`config.mk`:
```
export PLATFORM = sky130hd
export DESIGN_NAME = mux_arb_nx1
export DESIGN_NICKNAME = d
export VERILOG_FILES = /design/src/rtl/mux_arb_nx1_pkg.sv /design/src/rtl/mux_arb_nx1_rr_arb.sv /design/src/rtl/mux_arb_nx1.sv
export SDC_FILE = /design/constraint.sdc
export NUM_CORES = 1
export LEC_CHECK = 0
export CAP_MARGIN = 20
export CORE_UTILIZATION = 35
export DETAILED_ROUTE_END_ITERATION = 7
export PLACE_DENSITY = 0.6
export SLEW_MARGIN = 20
export SYNTH_ARGS = -nofsm -noshare
export SYNTH_HDL_FRONTEND = slang
export SYNTH_SLANG_ARGS = --single-unit
```
`constraint.sdc`:
```
create_clock -name clk -period 5.75 [get_ports clk]
set_input_delay 1.15 -clock clk [delete_from_list [all_inputs] [get_ports clk]]
set_output_delay 1.15 -clock clk [all_outputs]
set_load 0.02 [all_outputs]
```
`src/rtl/mux_arb_nx1_pkg.sv`:
```
// Shared constants for the N:1 mux/arbiter: mode encodings and the beat counter width.
package mux_arb_nx1_pkg;

  typedef enum logic {
    MODE_STATIC = 1'b0,
    MODE_RR     = 1'b1
  } mode_e;

  localparam int BEAT_CNT_W = 16;

endpackage

```
`src/rtl/mux_arb_nx1_rr_arb.sv`:
```
// N-way round-robin pick: first requesting channel found searching upward from ptr, modulo N.
module rr_arb_nx1 #(
  parameter int N  = 3,
  parameter int SW = $clog2(N)
) (
  input  logic [N-1:0]  req,
  input  logic [SW-1:0] ptr,
  output logic          any_req,
  output logic [SW-1:0] grant
);

  logic [SW:0] cand;

  assign any_req = |req;

  // Walk offsets from farthest to nearest so the channel closest to ptr wins last.
  always_comb begin
    grant = '0;
    cand  = '0;
    for (int i = N - 1; i >= 0; i--) begin
      cand = {1'b0, ptr} + (SW + 1)'(i);
      if (cand >= (SW + 1)'(N)) begin
        cand = cand - (SW + 1)'(N);
      end
      if (req[cand[SW-1:0]]) begin
        grant = cand[SW-1:0];
      end
    end
  end

endmodule

```
`src/rtl/mux_arb_nx1.sv`:
```
// N:1 channel mux with static-select or round-robin arbitration feeding a single output register slot.
module mux_arb_nx1
  import mux_arb_nx1_pkg::*;
#(
  parameter int N  = 3,
  parameter int W  = 1,
  parameter int SW = $clog2(N)
) (
  input  logic                  clk,
  input  logic                  rst,
  input  logic                  mode,
  input  logic [SW-1:0]         sel,
  input  logic [N*W-1:0]        in_data,
  input  logic [N-1:0]          in_valid,
  output logic [N-1:0]          in_ready,
  output logic [W-1:0]          out_data,
  output logic                  out_valid,
  input  logic                  out_ready,
  output logic [SW-1:0]         out_chan,
  output logic [BEAT_CNT_W-1:0] beat_cnt
);

  mode_e         cur_mode;
  logic          load_en;
  logic          rr_any;
  logic          grant_ok;
  logic          in_xfer;
  logic [SW-1:0] rr_grant;
  logic [SW-1:0] static_grant;
  logic [SW-1:0] grant;
  logic [SW-1:0] ptr;
  logic [SW-1:0] ptr_next;
  logic [W-1:0]  grant_data;

  assign cur_mode = mode_e'(mode);
  assign load_en  = !out_valid || out_ready;

  // Out-of-range select falls back to the last channel.
  assign static_grant = ({1'b0, sel} < (SW + 1)'(N)) ? sel : SW'(N - 1);

  rr_arb_nx1 #(
    .N  (N),
    .SW (SW)
  ) u_rr_arb (
    .req     (in_valid),
    .ptr     (ptr),
    .any_req (rr_any),
    .grant   (rr_grant)
  );

  always_comb begin
    grant    = static_grant;
    grant_ok = 1'b1;
    if (cur_mode == MODE_RR) begin
      grant    = rr_grant;
      grant_ok = rr_any;
    end
  end

  always_comb begin
    in_ready = '0;
    if (!rst && load_en && grant_ok) begin
      in_ready = N'(1) << grant;
    end
  end

  assign in_xfer  = |(in_ready & in_valid);
  assign ptr_next = (grant == SW'(N - 1)) ? '0 : grant + SW'(1);

  always_comb begin
    grant_data = '0;
    for (int i = 0; i < N; i++) begin
      if (grant == SW'(i)) begin
        grant_data = in_data[i*W +: W];
      end
    end
  end

  // A new beat overwrites the slot even when the old one leaves on the same edge.
  always_ff @(posedge clk) begin
    if (rst) begin
      out_valid <= 1'b0;
      out_data  <= '0;
      out_chan  <= '0;
      ptr       <= '0;
      beat_cnt  <= '0;
    end else begin
      if (in_xfer) begin
        out_valid <= 1'b1;
        out_data  <= grant_data;
        out_chan  <= grant;
        beat_cnt  <= beat_cnt + BEAT_CNT_W'(1);
        if (cur_mode == MODE_RR) begin
          ptr <= ptr_next;
        end
      end else if (out_valid && out_ready) begin
        out_valid <= 1'b0;
      end
    end
  end

endmodule

```
Word-level counts from Yosys, hierarchy flattened
Cells that the tools add are included.
Word-level totals
  bits in registers: 22
  output and inout bits: 23
  word-level logic and storage cells: 56
Operators by class
  add/subtract/negate cells: 7
  order comparisons: 7
  eq/ne operators: 2
  shifts and indexed selects: 1
  muxes and demuxes: 22
  bitwise operators: 1
  reduce and logical (&&, ||, !) cells: 11
Operators by type and width (count)
  $mux 2: 9
  $add 16x1->16 const B: 1
  $lt 2x3->1 const B: 3
  $mux 1: 9
  $bmux 1 s2: 3
  $ge 3x2->1 const B: 2
  $reduce_or 3->1: 2
  $sub 2x2->2 const B: 3
  $add 2x1->3 const B: 1
  $add 2x2->3 const B: 1
  $and 3x3->3: 1
  $logic_and 1x1->1: 3
  $mux 3: 1
  $shl 1x2->3 const A: 1
  $add 2x1->2 const B: 1
  $eq 2x1->1 const B: 1
  $eq 2x2->1 const B: 1
  $ge 2x2->1 const B: 1
  $logic_not 1->1: 2
  $logic_not 2->1: 1
  $lt 2x2->1 const B: 1
  $reduce_and 2->1: 1
  $reduce_bool 2->1: 1
  $logic_or 1x1->1: 1

Logic depth before layout (Yosys ltp)
Gate-level depths: netlist (run 1).
  depth after elaboration: 14
  mapped depth: 11
  depth with buffers taken out: 8

Cells and area by module
Synthesis (run 1) repeated with hierarchy kept, for this count alone.
Second synthesis, totals
  cell total of the unflattened synthesis: 163
  area, all modules: 1377.6 um^2
By module, submodules not included
  mux_arb_nx1: instances 1, cells each 143, area an instance 1227.4 um^2
  rr_arb_nx1: instances 1, cells each 20, area an instance 150.1 um^2

Worst setup path before layout (run 1)
No wires, ideal clock.
  kind: input -> output
  from: input mode
  to: output in_ready[0]
  arrival time: 2.638 ns
  data required time: 4.600 ns
  slack: 1.962 ns
  cell stages on the path: 6
  cells stage by stage: buf_6 nor4b_1 or3_1 buf_2 clkbuf_1 nor3_1
On the way
  longest elaborated chain between the ends: 3
  elaborated cells between the ends (all ways): 5
RTL lines
  from (decl): RTL line mux_arb_nx1.sv:11  | input logic mode,
  $mux 2 or $mux 1 (tied branches): RTL line mux_arb_nx1.sv:54  | if (cur_mode == MODE_RR) begin
  $shl 1x2->3 or $logic_and 1x1->1 (tied branches): RTL line mux_arb_nx1.sv:63, mux_arb_nx1.sv:62
  $mux 3 (*): RTL line mux_arb_nx1.sv:62  | if (!rst && load_en && grant_ok) begin
  to (decl): RTL line mux_arb_nx1.sv:15  | output logic [N-1:0] in_ready,
Every way passes the cells marked *; elsewhere a longest branch is shown, timed or not.

Worst setup path in the final report (run 1)
Ends and elaborated chain as after synthesis.

==> results of run 1 <==
logic make-up after synthesis:
logic type / count (synthesis) / synth area share, %
muxes: 4 / 2.995
AOI/OAI and AO/OA: 53 / 29.13
DFF: 22 / 31.94
adders and majority gates: 4 / 3.630
and+or+nand+nor: 57 / 24.32
buffers and inverters: 20 / 7.984
critical path: stages:
cell	delay [ns]
clkdlybuf4s50_1	0.56
nor4b_1	0.24
or3_1	0.60
nor3_1	0.35
clkdlybuf4s50_1	0.66
flip-flops by register name (all words and copies together), names as in the netlist:
signal	cells
beat_cnt	16
out_chan	2
out_data	1
out_valid	1
ptr	2
synth_stat cells (all sizes together):
library cell	n	area, µm²
inv	9	33.78
clkbuf	4	15.01
a211oi	3	35.03
or3	5	36.28
a21o	3	22.52
nor4b	1	8.760
a221oi	1	15.01
a311oi	1	8.760
and2	1	6.260
a31oi	1	6.260
or2	1	6.260
nand4	3	18.77
o311ai	4	35.03
a21oi	17	96.35
buf	7	61.30
and4	1	8.760
nor4	1	6.260
mux2i	3	30.03
nor2	7	28.78
a22o	3	26.28
ha	4	50.05
and4b	1	10.01
nor3b	1	7.510
nand3b	1	7.510
o211a	2	20.02
dfxtp	22	440.4
nand2	7	26.28
or4b	1	10.01
o31ai	8	60.06
nor3	4	20.02
o21ai	4	20.01
nand3	10	50.05
mux2	1	11.26
o21a	1	7.510
o41ai	2	17.52
nor2b	4	25.02
and3	1	6.260
a311o	1	10.01
a221o	1	10.01
o2111a	1	11.26
or4	7	52.55
area by class of cell:
class | count | share of cell area, %
repair buffers | 37 | 20.38
clock buffers | 4 | 3.092
inverters | 9 | 1.897
flip-flops and latches | 22 | 24.74
well taps | 48 | 3.373
multi-input cells | 118 | 46.52
path summary, 6_finish.rpt:
path                              startpoint           end  slack, ns  cells after the start
worst min-delay path            beat_cnt[15]  beat_cnt[15]       0.50                      2
worst max register to register        ptr[1]  beat_cnt[14]       3.09                      9
worst min register to register  beat_cnt[15]  beat_cnt[15]       0.50                      2
worst max-delay path                    mode   in_ready[0]       1.03                      5
routing by layer:
layer / GRT usage, % / up-vias
met5: 0 / -
met1: 24.60 / 641
met4: 0.8333 / 0
li1: - / 677
met3: 3.697 / 0
met2: 26.82 / 41
power by group:
group | internal (mW) | total, mW | switching (mW)
Sequential | 0.157 | 0.161 | 0.00430
Clock | 0.0610 | 0.111 | 0.0502
Combinational | 0.0365 | 0.0876 | 0.0511
Total | 0.254 | 0.360 | 0.106
through the flow:
stage | cell area (µm²) | cells | hold slack [ns]
final | 1780 | 238 | 0.4980
after global routing | 1780 | 238 | 0.5041
after global placement | 1725 | 234 | 0.4659
after CTS | 1780 | 238 | 0.4970
after detailed placement | 1725 | 234 | 0.4853
after floorplan | 1379 | 160 | 0.4758
==> impl_metrics.py, run 1 <==
metrics = {
    "run_status": {
        "status": "finished, final reports clean",
    },
    "sta": {
        "setup_violations": 0,
        "period_minus_slack_ns": 4.724,
        "finalSetupTns_ns": 0,
        "finalWorstSetupSlack_ns": 1.026,
        "rsz0062_at_grt": "no",
        "fin_crit_sh_pct": 82.17,
        "tightest_slew_ns": 0.5316,
        "fmax_ghz": 0.2117,
        "finalHoldViolCount": 0,
        "report.final.slew_viol_count": 0,
        "maxSlewHeadroom_pct": 64.56,
        "clock_skew_ns": 0.006040,
    },
    "detailed_routing": {
        "route.met3.wl_um": 158,
        "routed.top_layer": "met3",
        "wl_per_cell_um": 14.40,
        "drc": 0,
        "ant_nets": 0,
        "vias": 1359,
        "drt_pass1_iterations": 4,
        "drt_iter0_drc": 55,
        "route.final.wire_length_mm": 3.427,
        "routed-wl-met2_mm": 1.524,
        "m1WireLength_mm": 1.744,
        "viasPerCell": 5.710,
    },
    "setup_path": {
        "cp-end-kind": "primary output",
        "critPathKind": "in2out",
        "crit_fanout": 17,
        "arrival_ns": 3.57,
        "startpoint_type": "primary input",
        "worstPathRequired_ns": 4.60,
    },
    "pwr": {
        "peakVddDrop_uv": 124.2,
        "power_leakage_nw": 0.6003,
        "finalPower_mw": 0.3601,
        "p_per_area_nw_per_um2": 202.3,
    },
    "place": {
        "dp_hpwl_mm": 2.430,
        "io_buffers": 34,
        "gp_congestion": 0.7634,
        "dp_slack_ns": 1.071,
    },
    "die": {
        "rows": 22,
        "dieArea_um2": 4195,
        "start_util_pct": 37.10,
        "core_um2": 3716,
        "io_pins": 35,
        "die_h_um": 64.77,
        "chipWidth_um": 64.77,
    },
    "synth": {
        "synth_cell_type_count": 48,
        "yosysWarnings": 0,
        "synthCells": 160,
        "ys_seq_area_share_pct": 31.94,
        "synth-seq-cells": 22,
        "avgSynthCellArea_um2": 8.618,
        "synth_nets": 176,
        "syn_area_um2": 1379,
    },
    "final_layout": {
        "regArea_um2": 440.4,
        "area_growth_syn_to_layout_pct": 29.13,
        "drive_above_1_share_pct": 6.316,
        "multi_input_area_um2": 828.3,
        "final_cell_mix": "clkdlybuf4s50_1 (34), dfxtp_1 (22), a21oi_1 (16), nand3_1 (10), inv_1 (9)",
        "fillers": 374,
        "fin_util_pct": 47.91,
        "final_common_cell": "clkdlybuf4s50_1",
        "diodes": 0,
        "nets": 207,
    },
    "clocking": {
        "cts_root_buffer": "clkbuf_8",
        "post_cts_resized": 0,
        "cts_num_sinks": 22,
        "postCtsSetupBuffers": 0,
        "cts_buffers": 3,
        "cts_tree": "built",
        "clockBufferDepth": 2,
        "htreeDepth": 1,
        "insertion_delay_ns": 0.26,
        "holdBufCountCts": 0,
        "clk_pin_slew_worst_paths_ns": 0.08,
    },
    "global_route": {
        "grtUsageTotal_pct": 17.03,
        "grt_max_degree": 31,
        "grt_pass1_vias": 1164,
        "grt-ovfl-total": 0,
        "antenna_found_initial": 0,
        "grt_first_pass_wirelength_mm": 5.678,
    },
    "flow_run": {
        "drv_cap": 0,
    },
    "worst_hold_path": {
        "hp-class": "reg2reg",
    },
}
Power figures use the tool's default switching activity.
==> inputs of run 2 (changes only) <==
--- a/config.mk
+++ b/config.mk
@@ -8,7 +8,7 @@
 export CAP_MARGIN = 20
 export CORE_UTILIZATION = 35
 export DETAILED_ROUTE_END_ITERATION = 7
-export PLACE_DENSITY = 0.6
+export PLACE_DENSITY = 0.63
 export SLEW_MARGIN = 20
 export SYNTH_ARGS = -nofsm -noshare
 export SYNTH_HDL_FRONTEND = slang
==> constraint.sdc (replaced) <==
create_clock -name clk -period 4.2 [get_ports clk]
set_input_delay 0.84 -clock clk [delete_from_list [all_inputs] [get_ports clk]]
set_output_delay 0.84 -clock clk [all_outputs]
set_load 0.02 [all_outputs]
==> impl_metrics.py, run 2 (synthesis gave the netlist of run 1 again) <==
metrics = {
    "global_route": {
        "antenna_found_initial": 0,
        "grt_max_degree": 31,
        "grt-ovfl-total": 0,
        "grtUsageTotal_pct": 17.75,
        "grt_first_pass_wirelength_mm": 5.927,
        "grt_pass1_vias": 1301,
    },
    "final_layout": {
        "regArea_um2": 440.4,
        "nets": 208,
        "final_area_um2": 1788,
        "fillers": 374,
        "area_growth_syn_to_layout_pct": 29.67,
        "drive_above_1_share_pct": 6.806,
        "top_regs": "beat_cnt: 16 flops, out_chan: 2 flops, ptr: 2 flops",
        "regMostFlops": "beat_cnt",
        "multi_input_area_um2": 828.3,
        "diodes": 0,
        "final_common_cell": "clkdlybuf4s50_1",
        "final_cell_mix": "clkdlybuf4s50_1 (34), dfxtp_1 (22), a21oi_1 (16), nand3_1 (10), inv_1 (9)",
        "largest_register_ff_count": 16,
    },
    "sta": {
        "fin_crit_sh_pct": 93.37,
        "period_minus_slack_ns": 3.922,
        "finalHoldViolCount": 0,
        "finalSetupTns_ns": 0,
        "fmax_ghz": 0.2550,
        "clock_skew_ns": 0.006233,
        "report.final.slew_viol_count": 0,
        "whs_ns": 0.4715,
        "rsz0062_at_grt": "no",
        "maxSlewHeadroom_pct": 65.85,
        "tightest_slew_ns": 0.5084,
        "setup_violations": 0,
    },
    "pwr": {
        "peakVddDrop_uv": 152.2,
        "finalPower_mw": 0.4935,
        "p_switching_mw": 0.1440,
        "p_per_area_nw_per_um2": 276.0,
        "p_int_mw": 0.3495,
        "p_seq_share_pct": 44.7,
        "p_sw_share_pct": 29.19,
        "power_leakage_nw": 0.6050,
        "power_frac_comb_pct": 24.4,
        "clkPwrFrac_pct": 30.8,
    },
    "detailed_routing": {
        "drt_iter0_drc": 104,
        "drt_pass1_iterations": 4,
        "route.final.wire_length_mm": 3.413,
        "viasPerCell": 5.636,
        "wl_per_cell_um": 14.28,
        "drc": 0,
        "ant_nets": 0,
        "vias": 1347,
    },
    "worst_hold_path": {
        "hold_start": "beat_cnt[15]",
        "min_path_cells": 1,
        "hold_end": "beat_cnt[15]",
        "hp-class": "reg2reg",
    },
    "setup_path": {
        "crit_fanout": 8,
        "r2r-end": "beat_cnt[13]",
        "rrSetupSlack_ns": 1.61,
        "worstPathRequired_ns": 3.36,
        "r2r_start": "ptr[1]",
        "ff2ff_path_depth": 9,
        "startpoint_type": "primary input",
        "critPathKind": "in2out",
        "arrival_ns": 3.08,
        "cp-end-kind": "primary output",
    },
    "clocking": {
        "holdBufCountCts": 0,
        "postCtsSetupBuffers": 0,
        "clockBufferDepth": 2,
        "clk_pin_slew_worst_paths_ns": 0.07,
        "insertion_delay_ns": 0.26,
        "htreeDepth": 1,
        "post_cts_resized": 0,
        "cts_tree": "built",
        "cts_buffers": 3,
        "cts_num_sinks": 22,
        "cts_root_buffer": "clkbuf_8",
    },
    "die": {
        "io_pins": 35,
        "start_util_pct": 37.10,
        "rows": 22,
        "die_h_um": 64.77,
        "core_um2": 3716,
        "chipWidth_um": 64.77,
        "dieArea_um2": 4195,
    },
    "place": {
        "gp_congestion": 0.7893,
        "io_buffers": 34,
        "dp_hpwl_mm": 2.496,
        "place_area_um2": 1733,
    },
    "flow_run": {
        "drv_cap": 0,
    },
    "run_status": {
        "status": "finished, final reports clean",
    },
}
==> run 2: cell types whose count changed in the layout (fill, tap and decap cells not counted) <==
| cell | change |
|---|---|
| buf_4 | +1 |
==> run 2: final cells by class <==
cell class | count | area share (%)
clock buffers | 4 | 3.079
inverters | 9 | 1.889
multi-input cells | 118 | 46.33
flip-flops and latches | 22 | 24.63
well taps | 48 | 3.359
repair buffers | 38 | 20.71
==> run 2: through the flow <==
stage | worst slack, ns | std cells | util, %
6_report | 0.2784 | 239 | 48.11
2_1_floorplan | 1.032 | 160 | -
3_3_place_gp | 0.3029 | 235 | 46.63
4_1_cts | 0.2805 | 239 | 48.11
5_1_grt | 0.1373 | 239 | 48.11
3_5_place_dp | 0.2801 | 235 | 46.63
==> run 2: metal layers <==
metal / vias to the layer above / part of all wire, % / GRT usage [%]
li1: 678 / - / -
met1: 637 / 49 / 23.29
met2: 30 / 46 / 29.43
met3: 2 / 4.1 / 4.049
met4: 0 / 0.21 / 3.611
met5: - / 0 / 0
==> run 2: critical path: stages <==
cell	delay, ns
clkdlybuf4s50_1	0.63
nor2_1	0.09
a311o_1	0.42
a21o_1	0.22
nor3_1	0.24
clkdlybuf4s50_1	0.65
==> run 2: worst max-delay path by stage <==
stage	startpoint	endpoint	slack [ns]
5_1_grt	in_valid[2]	in_ready[0]	0.14
3_3_place_gp	in_valid[2]	in_ready[0]	0.30
6_report	in_valid[2]	in_ready[0]	0.28
4_1_cts	in_valid[2]	in_ready[0]	0.28
2_1_floorplan	mode	in_ready[0]	1.03
3_5_place_dp	in_valid[2]	in_ready[0]	0.28
==> run 2: power groups by stage <==
stage	clock network [mW]	registers [mW]	logic [mW]
final	0.152	0.221	0.121
after CTS	0.156	0.221	0.121
after detailed placement	0	0.225	0.120
after global placement	0	0.225	0.118
after floorplan	0	0.231	0.0776
after global routing	0.166	0.221	0.132
==> inputs of run 3 (changes only) <==
--- a/config.mk
+++ b/config.mk
@@ -5,10 +5,11 @@
 export SDC_FILE = /design/constraint.sdc
 export NUM_CORES = 1
 export LEC_CHECK = 0
-export CAP_MARGIN = 20
+export CAP_MARGIN = 10
 export CORE_UTILIZATION = 35
 export DETAILED_ROUTE_END_ITERATION = 7
-export PLACE_DENSITY = 0.63
+export PLACE_DENSITY = 0.6
+export REMOVE_ABC_BUFFERS = 1
 export SLEW_MARGIN = 20
 export SYNTH_ARGS = -nofsm -noshare
 export SYNTH_HDL_FRONTEND = slang
==> constraint.sdc (replaced) <==
create_clock -name clk -period 3.9 [get_ports clk]
set_input_delay 0.78 -clock clk [delete_from_list [all_inputs] [get_ports clk]]
set_output_delay 0.78 -clock clk [all_outputs]
set_load 0.02 [all_outputs]
==> impl_metrics.py, run 3 (synthesis gave the netlist of run 1 again) <==
metrics = {
    "setup_path": {
        "crit_fanout": 8,
        "startpoint_type": "primary input",
        "arrival_ns": 2.99,
        "worstPathRequired_ns": 3.12,
        "critPathKind": "in2out",
        "startpoint": "in_valid[2]",
        "r2r-end": "beat_cnt[11]",
        "ff2ff_path_depth": 10,
        "rrSetupSlack_ns": 1.28,
        "r2r_start": "ptr[0]",
        "cp-end-kind": "primary output",
    },
    "sta": {
        "maxSlewHeadroom_pct": 72.94,
        "report.final.slew_viol_count": 0,
        "period_minus_slack_ns": 3.766,
        "fin_crit_sh_pct": 96.56,
        "tightest_slew_ns": 0.4028,
        "finalSetupTns_ns": 0,
        "clock_skew_ns": 0.003098,
        "rsz0062_at_grt": "no",
        "fmax_ghz": 0.2655,
        "finalHoldViolCount": 0,
        "setup_violations": 0,
        "whs_ns": 0.4815,
    },
    "pwr": {
        "p_per_area_nw_per_um2": 322.5,
        "power_leakage_nw": 0.6163,
        "peakVddDrop_uv": 146.2,
    },
    "place": {
        "io_buffers": 34,
        "gp_congestion": 0.7790,
        "dp_hpwl_mm": 2.494,
    },
    "worst_hold_path": {
        "hold_start": "beat_cnt[15]",
        "hp-class": "reg2reg",
        "min_path_cells": 1,
        "hold_end": "beat_cnt[15]",
    },
    "die": {
        "core_um2": 3716,
        "start_util_pct": 37.10,
        "io_pins": 35,
        "chipWidth_um": 64.77,
        "dieArea_um2": 4195,
        "rows": 22,
        "die_h_um": 64.77,
    },
    "final_layout": {
        "drive_above_1_share_pct": 7.292,
        "nets": 209,
        "largest_register_ff_count": 16,
        "area_growth_syn_to_layout_pct": 31.40,
        "final_cell_mix": "clkdlybuf4s50_1 (34), dfxtp_1 (22), a21oi_1 (16), nand3_1 (10), inv_1 (9)",
        "final_common_cell": "clkdlybuf4s50_1",
        "diodes": 0,
        "fillers": 380,
        "fin_util_pct": 48.75,
        "top_regs": "beat_cnt: 16 flops, out_chan: 2 flops, ptr: 2 flops",
        "regMostFlops": "beat_cnt",
    },
    "global_route": {
        "antenna_found_initial": 0,
        "grt_first_pass_wirelength_mm": 5.906,
        "grtUsageTotal_pct": 17.60,
        "grt_max_degree": 31,
        "grt-ovfl-total": 0,
        "grt_pass1_vias": 1274,
    },
    "detailed_routing": {
        "route.final.wire_length_mm": 3.455,
        "vias": 1370,
        "viasPerCell": 5.708,
        "drt_iter0_drc": 71,
        "drc": 0,
        "wl_per_cell_um": 14.40,
        "ant_nets": 0,
        "drt_pass1_iterations": 4,
    },
    "clocking": {
        "htreeDepth": 1,
        "clk_pin_slew_worst_paths_ns": 0.09,
        "cts_root_buffer": "clkbuf_8",
        "cts_tree": "built",
        "insertion_delay_ns": 0.26,
        "clockBufferDepth": 2,
        "postCtsSetupBuffers": 0,
        "cts_buffers": 3,
        "cts_num_sinks": 22,
        "holdBufCountCts": 0,
        "post_cts_resized": 0,
    },
    "flow_run": {
        "drv_cap": 0,
    },
    "run_status": {
        "status": "finished, final reports clean",
    },
}
run 3: cell types whose count changed in the layout (fill, tap and decap cells not counted), sizes merged:
cell / change
clkbuf: -1
buf: +1
bufinv: +1
run 3: cell type report:
class | instances | area, µm² | area share (%)
tap | 48 | 60.06 | 3.315
timing repair buffer | 39 | 377.9 | 20.86
multi-input combinational | 118 | 828.3 | 45.72
clock buffer | 3 | 41.29 | 2.279
clock inverter | 1 | 30.03 | 1.657
sequential | 22 | 440.4 | 24.31
inverter | 9 | 33.78 | 1.865
run 3: where the power goes:
part           total (mW)  leakage (nW)  switching [mW]  internal, mW
logic               0.132         0.402          0.0755        0.0567
registers           0.237         0.178         0.00583         0.231
clock network       0.215        0.0357          0.0778         0.137
run 3: routing by layer:
layer / GRT usage [%] / routed length (µm) / vias up
met2: 28.78 / 1595 / 37
met3: 2.113 / 146 / 6
met1: 24.33 / 1680 / 644
met4: 4.167 / 33 / 0
li1: - / - / 683
met5: 0 / 0 / -
run 3: how the worst max path moves through the flow:
stage	end	slack [ns]	cells past startpoint
after detailed placement	in_ready[0]	0.16	6
final	in_ready[0]	0.13	6
after global routing	in_ready[0]	0.06	6
after global placement	in_ready[0]	0.18	6
after CTS	in_ready[0]	0.15	6
after floorplan	beat_cnt[14]	0.97	6
run 3: worst max-delay path, stage by stage:
cell and delay (ns):
clkdlybuf4s50_1 0.64, nor2_1 0.09, a311o_1 0.37, a21o_1 0.21, nor3_1 0.25, clkdlybuf4s50_1 0.66
run 3: through the flow:
stage	setup slack (ns)	power (mW)	instance area, µm²	std cells
detailed placement	0.1643	0.3745	1740	236
global placement	0.1784	0.3731	1740	236
floorplan	0.9663	0.3161	1303	149
finish	0.1342	0.5844	1812	240
CTS	0.1463	0.5896	1812	240
global route	0.06254	0.6074	1812	240
